[src/rtl/top_level_pkg.sv]
// Shared definitions for the Hamming(16,11) encoder engine.
//   state_t         : controller FSM states
//   NUM_WORDS       : messages encoded per run
//   IN_BASE         : byte address of the first packed input byte
//   OUT_BASE        : byte address of the first encoded output byte
//   hamming_encode  : 11-bit message -> {MSW, LSW} code bytes
package top_level_pkg;

  typedef enum logic [2:0] {
    IDLE  = 3'd0,
    ARMED = 3'd1,
    RD_LO = 3'd2,
    RD_HI = 3'd3,
    WR_LO = 3'd4,
    WR_HI = 3'd5,
    DONE  = 3'd6
  } state_t;

  localparam int          NUM_WORDS = 15;
  localparam logic [7:0]  IN_BASE   = 8'd0;
  localparam logic [7:0]  OUT_BASE  = 8'd30;

  // d[0] is b1 ... d[10] is b11.
  // LSW = {b4,b3,b2,p4,b1,p2,p1,p0}, MSW = {b11..b5,p8}.
  // p0 is overall parity over data and the four check bits (SECDED).
  function automatic logic [15:0] hamming_encode(input logic [10:0] d);
    logic p8, p4, p2, p1, p0;
    logic [7:0] lsw, msw;
    p8  = ^d[10:4];
    p4  = d[10] ^ d[9] ^ d[8] ^ d[7] ^ d[3] ^ d[2] ^ d[1];
    p2  = d[10] ^ d[9] ^ d[6] ^ d[5] ^ d[3] ^ d[2] ^ d[0];
    p1  = d[10] ^ d[8] ^ d[6] ^ d[4] ^ d[3] ^ d[1] ^ d[0];
    p0  = (^d) ^ p8 ^ p4 ^ p2 ^ p1;
    lsw = {d[3], d[2], d[1], p4, d[0], p2, p1, p0};
    msw = {d[10:4], p8};
    return {msw, lsw};
  endfunction

endpackage

[src/rtl/top_level_data_mem.sv]
// data_mem: 256 x 8-bit data memory.
//   clk    : write clock (rising edge)
//   we     : write enable
//   waddr  : write address
//   wdata  : write data
//   raddr  : read address (combinational read)
//   rdata  : read data
// Contents are deliberately not touched by reset so that preloaded data
// and partially written results survive a reset.
module data_mem #(
  parameter int DATA_W = 8,
  parameter int ADDR_W = 8
) (
  input  logic              clk,
  input  logic              we,
  input  logic [ADDR_W-1:0] waddr,
  input  logic [DATA_W-1:0] wdata,
  input  logic [ADDR_W-1:0] raddr,
  output logic [DATA_W-1:0] rdata
);

  logic [DATA_W-1:0] Core [0:(1<<ADDR_W)-1];

  always_ff @(posedge clk) begin
    if (we) begin
      Core[waddr] <= wdata;
    end
  end

  assign rdata = Core[raddr];

endmodule

[src/rtl/top_level_reg_file.sv]
// reg_file: 8 x 8-bit working register file.
//   clk     : clock (rising edge)
//   rst_n   : asynchronous active-low reset, clears all registers
//   we      : write enable
//   waddr   : write register index
//   wdata   : write data
//   raddr_a : read index, port A (combinational)
//   rdata_a : read data, port A
//   raddr_b : read index, port B (combinational)
//   rdata_b : read data, port B
module reg_file #(
  parameter int DATA_W = 8
) (
  input  logic              clk,
  input  logic              rst_n,
  input  logic              we,
  input  logic [2:0]        waddr,
  input  logic [DATA_W-1:0] wdata,
  input  logic [2:0]        raddr_a,
  output logic [DATA_W-1:0] rdata_a,
  input  logic [2:0]        raddr_b,
  output logic [DATA_W-1:0] rdata_b
);

  logic [DATA_W-1:0] Registers [0:7];

  always_ff @(posedge clk or negedge rst_n) begin
    if (!rst_n) begin
      for (int i = 0; i < 8; i++) begin
        Registers[i] <= '0;
      end
    end else if (we) begin
      Registers[waddr] <= wdata;
    end
  end

  assign rdata_a = Registers[raddr_a];
  assign rdata_b = Registers[raddr_b];

endmodule

[src/rtl/top_level.sv]
// top_level: Hamming(16,11) encoder engine.
// Reads NUM_WORDS packed 11-bit messages from DM1 starting at IN_BASE,
// encodes each through RF1 registers 0/1, and writes the 16-bit codes
// (LSW then MSW) starting at OUT_BASE. Four cycles per word.
//   Clk        : system clock, rising edge
//   Reset      : asynchronous active-low reset
//   Start      : run request; the run begins once it falls
//   Ack        : registered done flag, high while idle after completion
//   CycleCount : (only with CYCLE_COUNT_EN) busy-cycle counter of the
//                last run, saturating at 0xFFFF
// Optional build macro: CYCLE_COUNT_EN.
module top_level
  import top_level_pkg::*;
(
  input  logic        Clk,
  input  logic        Reset,
  input  logic        Start,
  output logic        Ack
`ifdef CYCLE_COUNT_EN
  ,
  output logic [15:0] CycleCount
`endif
);

  localparam logic [3:0] LAST_IDX = 4'(NUM_WORDS - 1);

  state_t      state_q, state_d;
  logic [3:0]  idx_q, idx_d;
  logic        ack_q, ack_d;

  logic        mem_we;
  logic [7:0]  mem_waddr, mem_wdata, mem_raddr, mem_rdata;
  logic        rf_we;
  logic [2:0]  rf_waddr;
  logic [7:0]  rf_rdata_a, rf_rdata_b;
  logic [15:0] code;
  logic        unused_rf_hi;

  logic [7:0]  word_off, in_lo, out_lo;

  assign word_off = {3'b000, idx_q, 1'b0};
  assign in_lo    = IN_BASE + word_off;
  assign out_lo   = OUT_BASE + word_off;

  data_mem DM1 (
    .clk   (Clk),
    .we    (mem_we),
    .waddr (mem_waddr),
    .wdata (mem_wdata),
    .raddr (mem_raddr),
    .rdata (mem_rdata)
  );

  reg_file RF1 (
    .clk     (Clk),
    .rst_n   (Reset),
    .we      (rf_we),
    .waddr   (rf_waddr),
    .wdata   (mem_rdata),
    .raddr_a (3'd0),
    .rdata_a (rf_rdata_a),
    .raddr_b (3'd1),
    .rdata_b (rf_rdata_b)
  );

  // Only b11..b9 of the high input byte carry message bits.
  assign code         = hamming_encode({rf_rdata_b[2:0], rf_rdata_a});
  assign unused_rf_hi = ^rf_rdata_b[7:3];

  always_ff @(posedge Clk or negedge Reset) begin
    if (!Reset) begin
      state_q <= IDLE;
      idx_q   <= '0;
      ack_q   <= 1'b0;
    end else begin
      state_q <= state_d;
      idx_q   <= idx_d;
      ack_q   <= ack_d;
    end
  end

  always_comb begin
    state_d   = state_q;
    idx_d     = idx_q;
    ack_d     = ack_q;
    mem_we    = 1'b0;
    mem_waddr = out_lo;
    mem_wdata = code[7:0];
    mem_raddr = in_lo;
    rf_we     = 1'b0;
    rf_waddr  = 3'd0;
    case (state_q)
      IDLE: begin
        if (Start) begin
          state_d = ARMED;
          ack_d   = 1'b0;
          idx_d   = '0;
        end
      end
      ARMED: begin
        // Memory may be preloaded while Start is held.
        if (!Start) begin
          state_d = RD_LO;
        end
      end
      RD_LO: begin
        mem_raddr = in_lo;
        rf_we     = 1'b1;
        rf_waddr  = 3'd0;
        state_d   = RD_HI;
      end
      RD_HI: begin
        mem_raddr = in_lo + 8'd1;
        rf_we     = 1'b1;
        rf_waddr  = 3'd1;
        state_d   = WR_LO;
      end
      WR_LO: begin
        mem_we    = 1'b1;
        mem_waddr = out_lo;
        mem_wdata = code[7:0];
        state_d   = WR_HI;
      end
      WR_HI: begin
        mem_we    = 1'b1;
        mem_waddr = out_lo + 8'd1;
        mem_wdata = code[15:8];
        if (idx_q == LAST_IDX) begin
          state_d = DONE;
        end else begin
          idx_d   = idx_q + 4'd1;
          state_d = RD_LO;
        end
      end
      DONE: begin
        // Ack is set from the DONE state, so it rises one edge after entry.
        ack_d = 1'b1;
        if (Start) begin
          state_d = ARMED;
          ack_d   = 1'b0;
          idx_d   = '0;
        end
      end
      default: begin
        state_d = IDLE;
        ack_d   = 1'b0;
        idx_d   = '0;
      end
    endcase
  end

  assign Ack = ack_q;

`ifdef CYCLE_COUNT_EN
  logic [15:0] cnt_q, cnt_d;
  logic        busy;

  assign busy = (state_q == RD_LO) || (state_q == RD_HI) ||
                (state_q == WR_LO) || (state_q == WR_HI);

  always_comb begin
    cnt_d = cnt_q;
    if ((state_d == ARMED) && (state_q != ARMED)) begin
      cnt_d = '0;
    end else if (busy && (cnt_q != 16'hFFFF)) begin
      cnt_d = cnt_q + 16'd1;
    end
  end

  always_ff @(posedge Clk or negedge Reset) begin
    if (!Reset) begin
      cnt_q <= '0;
    end else begin
      cnt_q <= cnt_d;
    end
  end

  assign CycleCount = cnt_q;
`endif

endmodule

[config.mk]
export PLATFORM = sky130hd
export DESIGN_NAME = top_level
export DESIGN_NICKNAME = d
export VERILOG_FILES = /design/src/rtl/top_level_pkg.sv /design/src/rtl/top_level_data_mem.sv /design/src/rtl/top_level_reg_file.sv /design/src/rtl/top_level.sv
export SDC_FILE = /design/constraint.sdc
export NUM_CORES = 1
export LEC_CHECK = 0
export BUFFER_PORTS_ARGS = -buffer_cell sky130_fd_sc_hd__buf_2
export CELL_PAD_IN_SITES_DETAIL_PLACEMENT = 0
export CELL_PAD_IN_SITES_GLOBAL_PLACEMENT = 2
export CORE_AREA = 4 4 41 43
export CTS_BUF_LIST = sky130_fd_sc_hd__clkbuf_8
export CTS_CLUSTER_SIZE = 16
export DETAILED_ROUTE_END_ITERATION = 10
export DIE_AREA = 0 0 45 47
export PLACE_DENSITY_LB_ADDON = 0.1
export SLEW_MARGIN = 20
export SYNTH_ARGS = -nofsm -noshare
export SYNTH_HDL_FRONTEND = slang
export SYNTH_SLANG_ARGS = --single-unit
[constraint.sdc]
create_clock -name Clk -period 4 [get_ports Clk]
set_clock_uncertainty 0.1 [all_clocks]
set_input_delay 0.8 -clock Clk [delete_from_list [all_inputs] [get_ports Clk]]
set_output_delay 0.8 -clock Clk [all_outputs]
set_load 0.01 [all_outputs]
==> impl_metrics.tcl, run 1 <==
set metrics [dict create \
    port_buffers 3 \
    fin_crit_sh_pct 46.5 \
    syn_area_sq_um 465 \
    num_antenna_cells 0 \
    ys_types 23 \
    post-dp-hpwl_microns 664 \
    boundaryPins 4 \
    cts_resized 0 \
    slew_viol_final 0 \
    num_rows 13 \
    synth_nets 53 \
    setup_tns_ps 0 \
    num_vias 360 \
    grt_max_degree 12 \
    hold_viol 0 \
    r2r-start "state_q[2]" \
    first_pass_iters 3 \
    ys_seq_elements 8 \
    die-area_sq_um 2120 \
    min_period_ps 1860 \
    ir_drop_mv 0.266 \
    leakage_uw 0.000237 \
    drtIter0Drc 2 \
    cp-startpoint "Start" \
    drtAntennaViolNets 0 \
    critPathKind "primary input to flip-flop" \
    cp.arrival_ps 1860 \
    place_area_sq_um 484 \
    power_uw 361 \
    cts_tree "yes" \
    crit_path_start_kind "primary input" \
    rsz0062_at_grt "false" \
    drc 0 \
    wl_per_cell_microns 13.0 \
    cts_htree_levels 1 \
    hold_ws_ps 311 \
    required_ps 4000 \
    end_kind "flip-flop" \
    final_common_cell "dfrtp_1" \
    first_global_vias 369 \
    nets 58 \
    slew_headroom_pct 74.2 \
    clk_path_buf_depth 2 \
    maxCapViolCount 0 \
    outcome "finished, final reports clean" \
    cts-root-buf "clkbuf_8" \
    fp.coreArea_sq_um 1300 \
    die_h_microns 47 \
    crit_fanout 6 \
    drt_wl_total_microns 861 \
    rr_worst_depth 3 \
    powerDensity_nw_per_um2 687 \
    synth_flop_cell "dfrtp_1" \
    stdcell_area_sq_um 526 \
    final_cell_mix "dfrtp_1 (8), inv_1 (4), nand3_1 (4)" \
    final_cells 66 \
    area_growth_pct 12.9 \
    gp_congestion 0.783 \
    reg2reg_to "idx_q[0]" \
    dp_cells 63 \
    die_w_microns 45 \
    ys_async_sr_fraction_pct 100 \
    antenna_found_initial 0 \
    setup_viol 0 \
    grt_pass1_wl_mm 1.64 \
    numCtsBuffers 3 \
    avgSynthCellArea_sq_um 9.70 \
    synth_warnings 0 \
    overflow 0 \
    reg2reg_slack_ps 2260 \
    start_util_pct 35.8 \
    synth.yosys.seq_area_share_pct 43.0 \
    hold_buffers 0 \
    hold_path.class "primary input to async pin" \
    fmax_mhz 538 \
    drive_gt1_share_pct 21.6 \
    tightestPinTransition_ps 385 \
    clk_pin_slew_worst_paths_ps 40 \
    synth-edff-count 0 \
    grt_use_total_pct 11.1 \
    cts_setup_buffers 0 \
    clock_latency_ps 230 \
    cts.sinks 8 \
    vias_per_cell 5.45 \
    synthCells 48 \
]
==> flip-flops by register name, summed over array words and instances (netlist names) <==
signal   cells
idx_q        4
state_q      3
Ack          1
==> report_power, final <==
part	internal [uW]	total (uW)	switching [uW]	leakage (uW)
Clock	65.0	94.5	29.5	0.0000216
Combinational	61.3	112	50.9	0.000111
Sequential	106	154	48.7	0.000105
==> worst max-delay path by stage <==
stage                          end  slack [ps]  cells after the start
after floorplan           idx_q[0]        2100                      3
after global placement    idx_q[1]        1930                      4
after detailed placement  idx_q[0]        1890                      4
after CTS                 idx_q[0]        2130                      4
after global routing      idx_q[0]        2090                      4
final                     idx_q[0]        2140                      4
==> final cells by class <==
| type | count | area, sq um |
|---|---|---|
| Multi-Input combinational cell | 33 | 235 |
| Clock buffer | 3 | 41.3 |
| Timing Repair Buffer | 3 | 15.0 |
| Inverter | 4 | 15.0 |
| Sequential cell | 8 | 200 |
| Fill cell | 136 | 776 |
| Tap cell | 15 | 18.8 |
==> Yosys cell counts, types with 2 or more instances <==
cell,number,area [sq um]
dfrtp_1,8,200
inv_1,4,15.0
nand3_1,4,20.0
a21oi_1,3,15.0
nand2_1,3,11.3
o21ai_0,3,15.0
clkbuf_1,2,7.51
ha_1,2,25.0
mux2_2,2,22.5
nor2_1,2,7.51
nor3_1,2,10.0
o32ai_1,2,17.5
==> per-stage QoR <==
stage          setup slack (ps)  util [%]
5_1_grt                    2090      40.4
2_1_floorplan              2100         -
3_3_place_gp               1930      37.2
3_5_place_dp               1890      37.2
6_report                   2140      40.4
4_1_cts                    2130      40.4
==> routing by layer <==
layer  wire, microns  global-route usage [%]
met1             384                    12.9
met3              26                    3.83
met5               0                       0
met4               4                    7.02
met2             445                    17.5
==> cells by family (layout without fill, tap and decap cells) <==
group                      count (synthesis)  in the layout  synth area share (%)
and+or+nand+nor                           14             14                  16.4
DFF                                        8              8                  43.0
muxes                                      2              2                  4.84
AOI/OAI and AO/OA                         15             15                  23.9
adders and majority gates                  2              2                  5.38
buffers and inverters                      7             10                  6.45
==> worst max-delay path, stage by stage <==
cell and delay [ps]:
buf_2 130, or4b_4 490, o211ai_2 100, mux2_2 350
Note: power is estimated with default switching activity, not from simulation.
==> run 2, diff against run 1 <==
clock period = 1.8 ns   (was 4 ns; I/O delays follow)
==> impl_metrics.tcl, run 2 (synthesized netlist as in run 1, its figures left out) <==
set metrics [dict create \
    end_kind "flip-flop" \
    wl_per_cell_microns 12.5 \
    antenna_found_initial 0 \
    powerDensity_nw_per_um2 1540 \
    numCtsBuffers 3 \
    clk_path_buf_depth 2 \
    setup_tns_ps 0 \
    drt_wl_total_microns 887 \
    cp-startpoint "state_q[2]" \
    num_antenna_cells 0 \
    cts.sinks 8 \
    area_growth_pct 21.5 \
    maxCapViolCount 0 \
    cp.arrival_ps 1610 \
    stdcell_area_sq_um 566 \
    cts-root-buf "clkbuf_8" \
    fp.coreArea_sq_um 1300 \
    leakage_uw 0.000260 \
    final_cell_mix "dfrtp_1 (8), inv_1 (4), nand3_1 (4), buf_4 (4)" \
    drtAntennaViolNets 0 \
    first_pass_iters 1 \
    layout_setup_ws_ps 197 \
    nets 63 \
    reg2reg_to "idx_q[0]" \
    die-area_sq_um 2120 \
    place_area_sq_um 514 \
    cts_tree "yes" \
    setup_viol 0 \
    min_period_ps 1600 \
    outcome "finished, final reports clean" \
    clock_latency_ps 230 \
    port_buffers 3 \
    boundaryPins 4 \
    num_vias 369 \
    hold_ws_ps 392 \
    largest_reg_flops 4 \
    gp_congestion 0.836 \
    grt_max_degree 11 \
    critPathKind "flip-flop to flip-flop" \
    rsz0062_at_grt "false" \
    drive_gt1_share_pct 26.8 \
    crit_fanout 3 \
    final_common_cell "dfrtp_1" \
    vias_per_cell 5.20 \
    r2r-start "state_q[2]" \
    tightestPinTransition_ps 256 \
    ir_drop_mv 0.600 \
    first_global_vias 396 \
    drtIter0Drc 0 \
    post-dp-hpwl_microns 695 \
    hold_path.class "primary input to flip-flop" \
    start_util_pct 35.8 \
    clk_pin_slew_worst_paths_ps 40 \
    power_uw 870 \
    die_h_microns 47 \
    slew_viol_final 0 \
    hold_viol 0 \
    drc 0 \
    required_ps 1800 \
    fmax_mhz 624 \
    crit_path_start_kind "flip-flop" \
    slew_headroom_pct 82.8 \
    overflow 0 \
    post-place-ws_ps 152 \
    reg2reg_slack_ps 200 \
    grt_pass1_wl_mm 1.59 \
    cts_htree_levels 1 \
    die_w_microns 45 \
    endpoint "idx_q[0]" \
    num_rows 13 \
    regMostFlops "idx_q" \
    fin_crit_sh_pct 89.0 \
    rr_worst_depth 3 \
    grt_use_total_pct 11.2 \
]
run 2: worst min path at each step:
stage,from,endpoint,slack (ps),cells after the start
2_1_floorplan,Reset,Ack,-40,0
6_report,Start,state_q[0],390,3
3_5_place_dp,Reset,idx_q[3],110,1
3_3_place_gp,Reset,idx_q[3],110,1
5_1_grt,Start,state_q[0],400,3
4_1_cts,Start,state_q[0],390,3
run 2: cell type report:
| class | instances | area, sq um |
|---|---|---|
| fill | 133 | 736 |
| timing repair buffer | 8 | 55.1 |
| clock buffer | 3 | 41.3 |
| inverter | 4 | 15.0 |
| multi-input combinational | 33 | 235 |
| sequential | 8 | 200 |
| tap | 15 | 18.8 |
run 2: timing repair:
action / in CTS / in global routing
hold buffers: 1 / 0
endpoints found under the hold margin: 8 / 0
setup buffers: 0 / 0
resized for setup: 0 / 0
run 2: through the flow:
| stage | cells | utilization, % |
|---|---|---|
| 2_1_floorplan | 48 | - |
| 3_3_place_gp | 67 | 39.5 |
| 3_5_place_dp | 67 | 39.5 |
| 4_1_cts | 71 | 43.5 |
| 5_1_grt | 71 | 43.5 |
| 6_report | 71 | 43.5 |
run 2: per-layer routing:
layer	track usage, %	vias up	wire length (microns)	part of all wire [%]
met5	0	-	0	0
met4	7.02	0	0	0
met3	4.60	0	30	3.4
met2	18.6	4	448	51
met1	11.7	172	408	46
li1	-	193	-	-
run 2: worst max-delay path, stage by stage, from the launching register on:
cell	delay [ps]
dfrtp_1	380
or4b_4	560
o211ai_2	100
mux2_2	350
run 2: where the power goes:
part	total [uW]	switching [uW]	internal, uW
clock network	211	66.5	145
registers	275	39.2	236
logic	384	196	188
==> run 3, diff against run 2 <==
ABC_AREA = 1   (was default)
CORE_AREA = default   (was 4 4 41 43)
CORE_MARGIN = 4   (was default)
CORE_UTILIZATION = 32   (was default)
CTS_BUF_LIST = default   (was sky130_fd_sc_hd__clkbuf_8)
DIE_AREA = default   (was 0 0 45 47)
==> impl_metrics.tcl, run 3 <==
set metrics [dict create \
    ys_seq_elements 8 \
    synth_common_cells "nand2_1 (20), nand3_1 (10), dfrtp_1 (8), nor2_1 (8), inv_1 (7)" \
    post-place-ws_ps 388 \
    cp.arrival_ps 1440 \
    switching_power_uw 379 \
    post-dp-hpwl_microns 736 \
    slew_viol_final 0 \
    outcome "finished, final reports clean" \
    die_h_microns 49.1 \
    crit_path_start_kind "flip-flop" \
    leakage_uw 0.000323 \
    num_rows 14 \
    cts.sinks 8 \
    clk_path_buf_depth 2 \
    avgSynthCellArea_sq_um 7.74 \
    switching_share_pct 45.0 \
    power_frac_seq_pct 36.7 \
    fin_crit_sh_pct 78.1 \
    ys_async_sr_fraction_pct 100 \
    cts_tree "yes" \
    path_buf_inv 1 \
    synth_nets 75 \
    drtAntennaViolNets 0 \
    vias_per_cell 4.60 \
    p_clk_share_pct 15.2 \
    largest_reg_flops 4 \
    wl_per_cell_microns 9.98 \
    setup_tns_ps 0 \
    final_common_cell "nand2_1" \
    syn_area_sq_um 542 \
    setup_viol 0 \
    drc 0 \
    min_period_ps 1400 \
    grt_max_degree 9 \
    synthCells 70 \
    die_w_microns 49.1 \
    first_global_vias 381 \
    fp.coreArea_sq_um 1560 \
    first_pass_iters 4 \
    required_ps 1830 \
    num_antenna_cells 0 \
    slew_headroom_pct 83.6 \
    hold_viol 0 \
    crit_fanout 6 \
    synth_warnings 0 \
    cts-root-buf "clkbuf_4" \
    synth_flop_cell "dfrtp_1" \
    fmax_mhz 712 \
    tightestPinTransition_ps 246 \
    cp_slowest_cell "dfrtp_1" \
    cts_htree_levels 1 \
    drive_gt1_share_pct 21.1 \
    area_growth_pct 10.4 \
    crit_chain "inv_1 -> ha_1 -> nand3_1 -> nor2_4 -> nor2_4 -> nand2_4 -> nand2_1 -> nand2_1" \
    start_util_pct 34.8 \
    drtIter0Drc 5 \
    layout_setup_ws_ps 395 \
    clk_pin_slew_worst_paths_ps 50 \
    power_uw 842 \
    ir_drop_mv 0.569 \
    ys_types 17 \
    hold_path.class "primary input to flip-flop" \
    yosysTopAreaCell "dfrtp_1" \
    cts_setup_buffers 0 \
    port_buffers 3 \
    critPathKind "flip-flop to flip-flop" \
    gp_congestion 0.750 \
    netlist.area_leader.share_pct 37.0 \
    synth-edff-count 0 \
    path_delay_family "simple AND/OR/NAND/NOR gates" \
    regMostFlops "idx_q" \
    die-area_sq_um 2420 \
    maxCapViolCount 0 \
    synth_most_common_cell "nand2_1" \
    rsz0062_at_grt "false" \
    combPwrFrac_pct 48.1 \
    overflow 0 \
    powerDensity_nw_per_um2 1410 \
    synth_area_leaders "dfrtp_1 (37%), nand2_1 (14%), nand3_1 (9.2%)" \
    power.internal_uw 463 \
    cpPeakStageDelay_ps 420 \
    boundaryPins 4 \
    cts_resized 0 \
    grt_use_total_pct 8.14 \
    numCtsBuffers 3 \
    end_kind "flip-flop" \
    drt_wl_total_microns 918 \
    nets 83 \
    final_cell_mix "nand2_1 (20), nand3_1 (10), dfrtp_1 (8), nor2_1 (8), inv_1 (7)" \
    antenna_found_initial 0 \
    clock_latency_ps 240 \
    synth.yosys.seq_area_share_pct 37.0 \
    fillers 172 \
    grt_pass1_wl_mm 1.57 \
    num_vias 423 \
]
## run 3: stage by stage
step / utilization (%) / hold slack [ps] / instances / area, sq um
2_1_floorplan: - / -35.6 / 70 / 542
3_3_place_gp: 36.3 / 107 / 88 / 566
3_5_place_dp: 36.3 / 110 / 88 / 566
4_1_cts: 38.4 / 310 / 92 / 598
5_1_grt: 38.4 / 330 / 92 / 598
6_report: 38.4 / 320 / 92 / 598
## run 3: worst paths after layout
check | from | endpoint | slack, ps | depth (start not counted)
setup reg to reg | idx_q[0] | idx_q[3] | 400 | 8
hold / removal | Start | state_q[0] | 320 | 3
setup / recovery | idx_q[0] | idx_q[3] | 400 | 8
max in group asynchronous | Reset | state_q[0] | 1040 | 2
hold reg to reg | Ack | Ack | 400 | 2
min in group asynchronous | Reset | idx_q[3] | 390 | 2
## run 3: power by group through the flow
stage               Sequential, uW  Combinational, uW  Clock [uW]
global route                   323                451         147
floorplan                      286                381           0
finish                         309                405         128
global placement               315                418           0
CTS                            310                410         138
detailed placement             314                407           0
## run 3: kinds of logic (layout without fill, tap and decap cells)
kind of cell             after synthesis  after routing  synth area share, %
flip-flops                             8              8                 37.0
AND/OR/NAND/NOR                       47             47                 46.0
XOR/XNOR                               1              1                 1.62
adder cells (fa/ha/maj)                2              2                 4.62
AO/OA/AOI/OAI                          2              2                 2.54
buffers and inverters                 10             16                 8.31
## run 3: cell type report
cell class | count | area, sq um | area share (%)
inverters | 9 | 33.8 | 5.65
well taps | 16 | 20.0 | 3.35
clock buffers | 3 | 22.5 | 3.77
flip-flops and latches | 8 | 200 | 33.5
repair buffers | 4 | 25.0 | 4.18
multi-input cells | 52 | 297 | 49.6
## run 3: worst register-to-register path: stages (launching register included)
cell     delay [ps]
dfrtp_1         420
inv_1            70
ha_1            190
nand3_1         110
nor2_4           60
nor2_4          170
nand2_4          80
nand2_1          60
nand2_1          50
## run 3: layer usage
metal,global-route usage (%),wire (microns)
met1,12.0,505
met2,11.4,401
met3,0.917,10
met4,4.27,0
met5,0,0
## run 3: what timing repair did
| item | in CTS | in global routing |
|---|---|---|
| setup endpoints to repair | 0 | 0 |
| hold buffers | 1 | 0 |
| endpoints found under the hold margin | 8 | 0 |
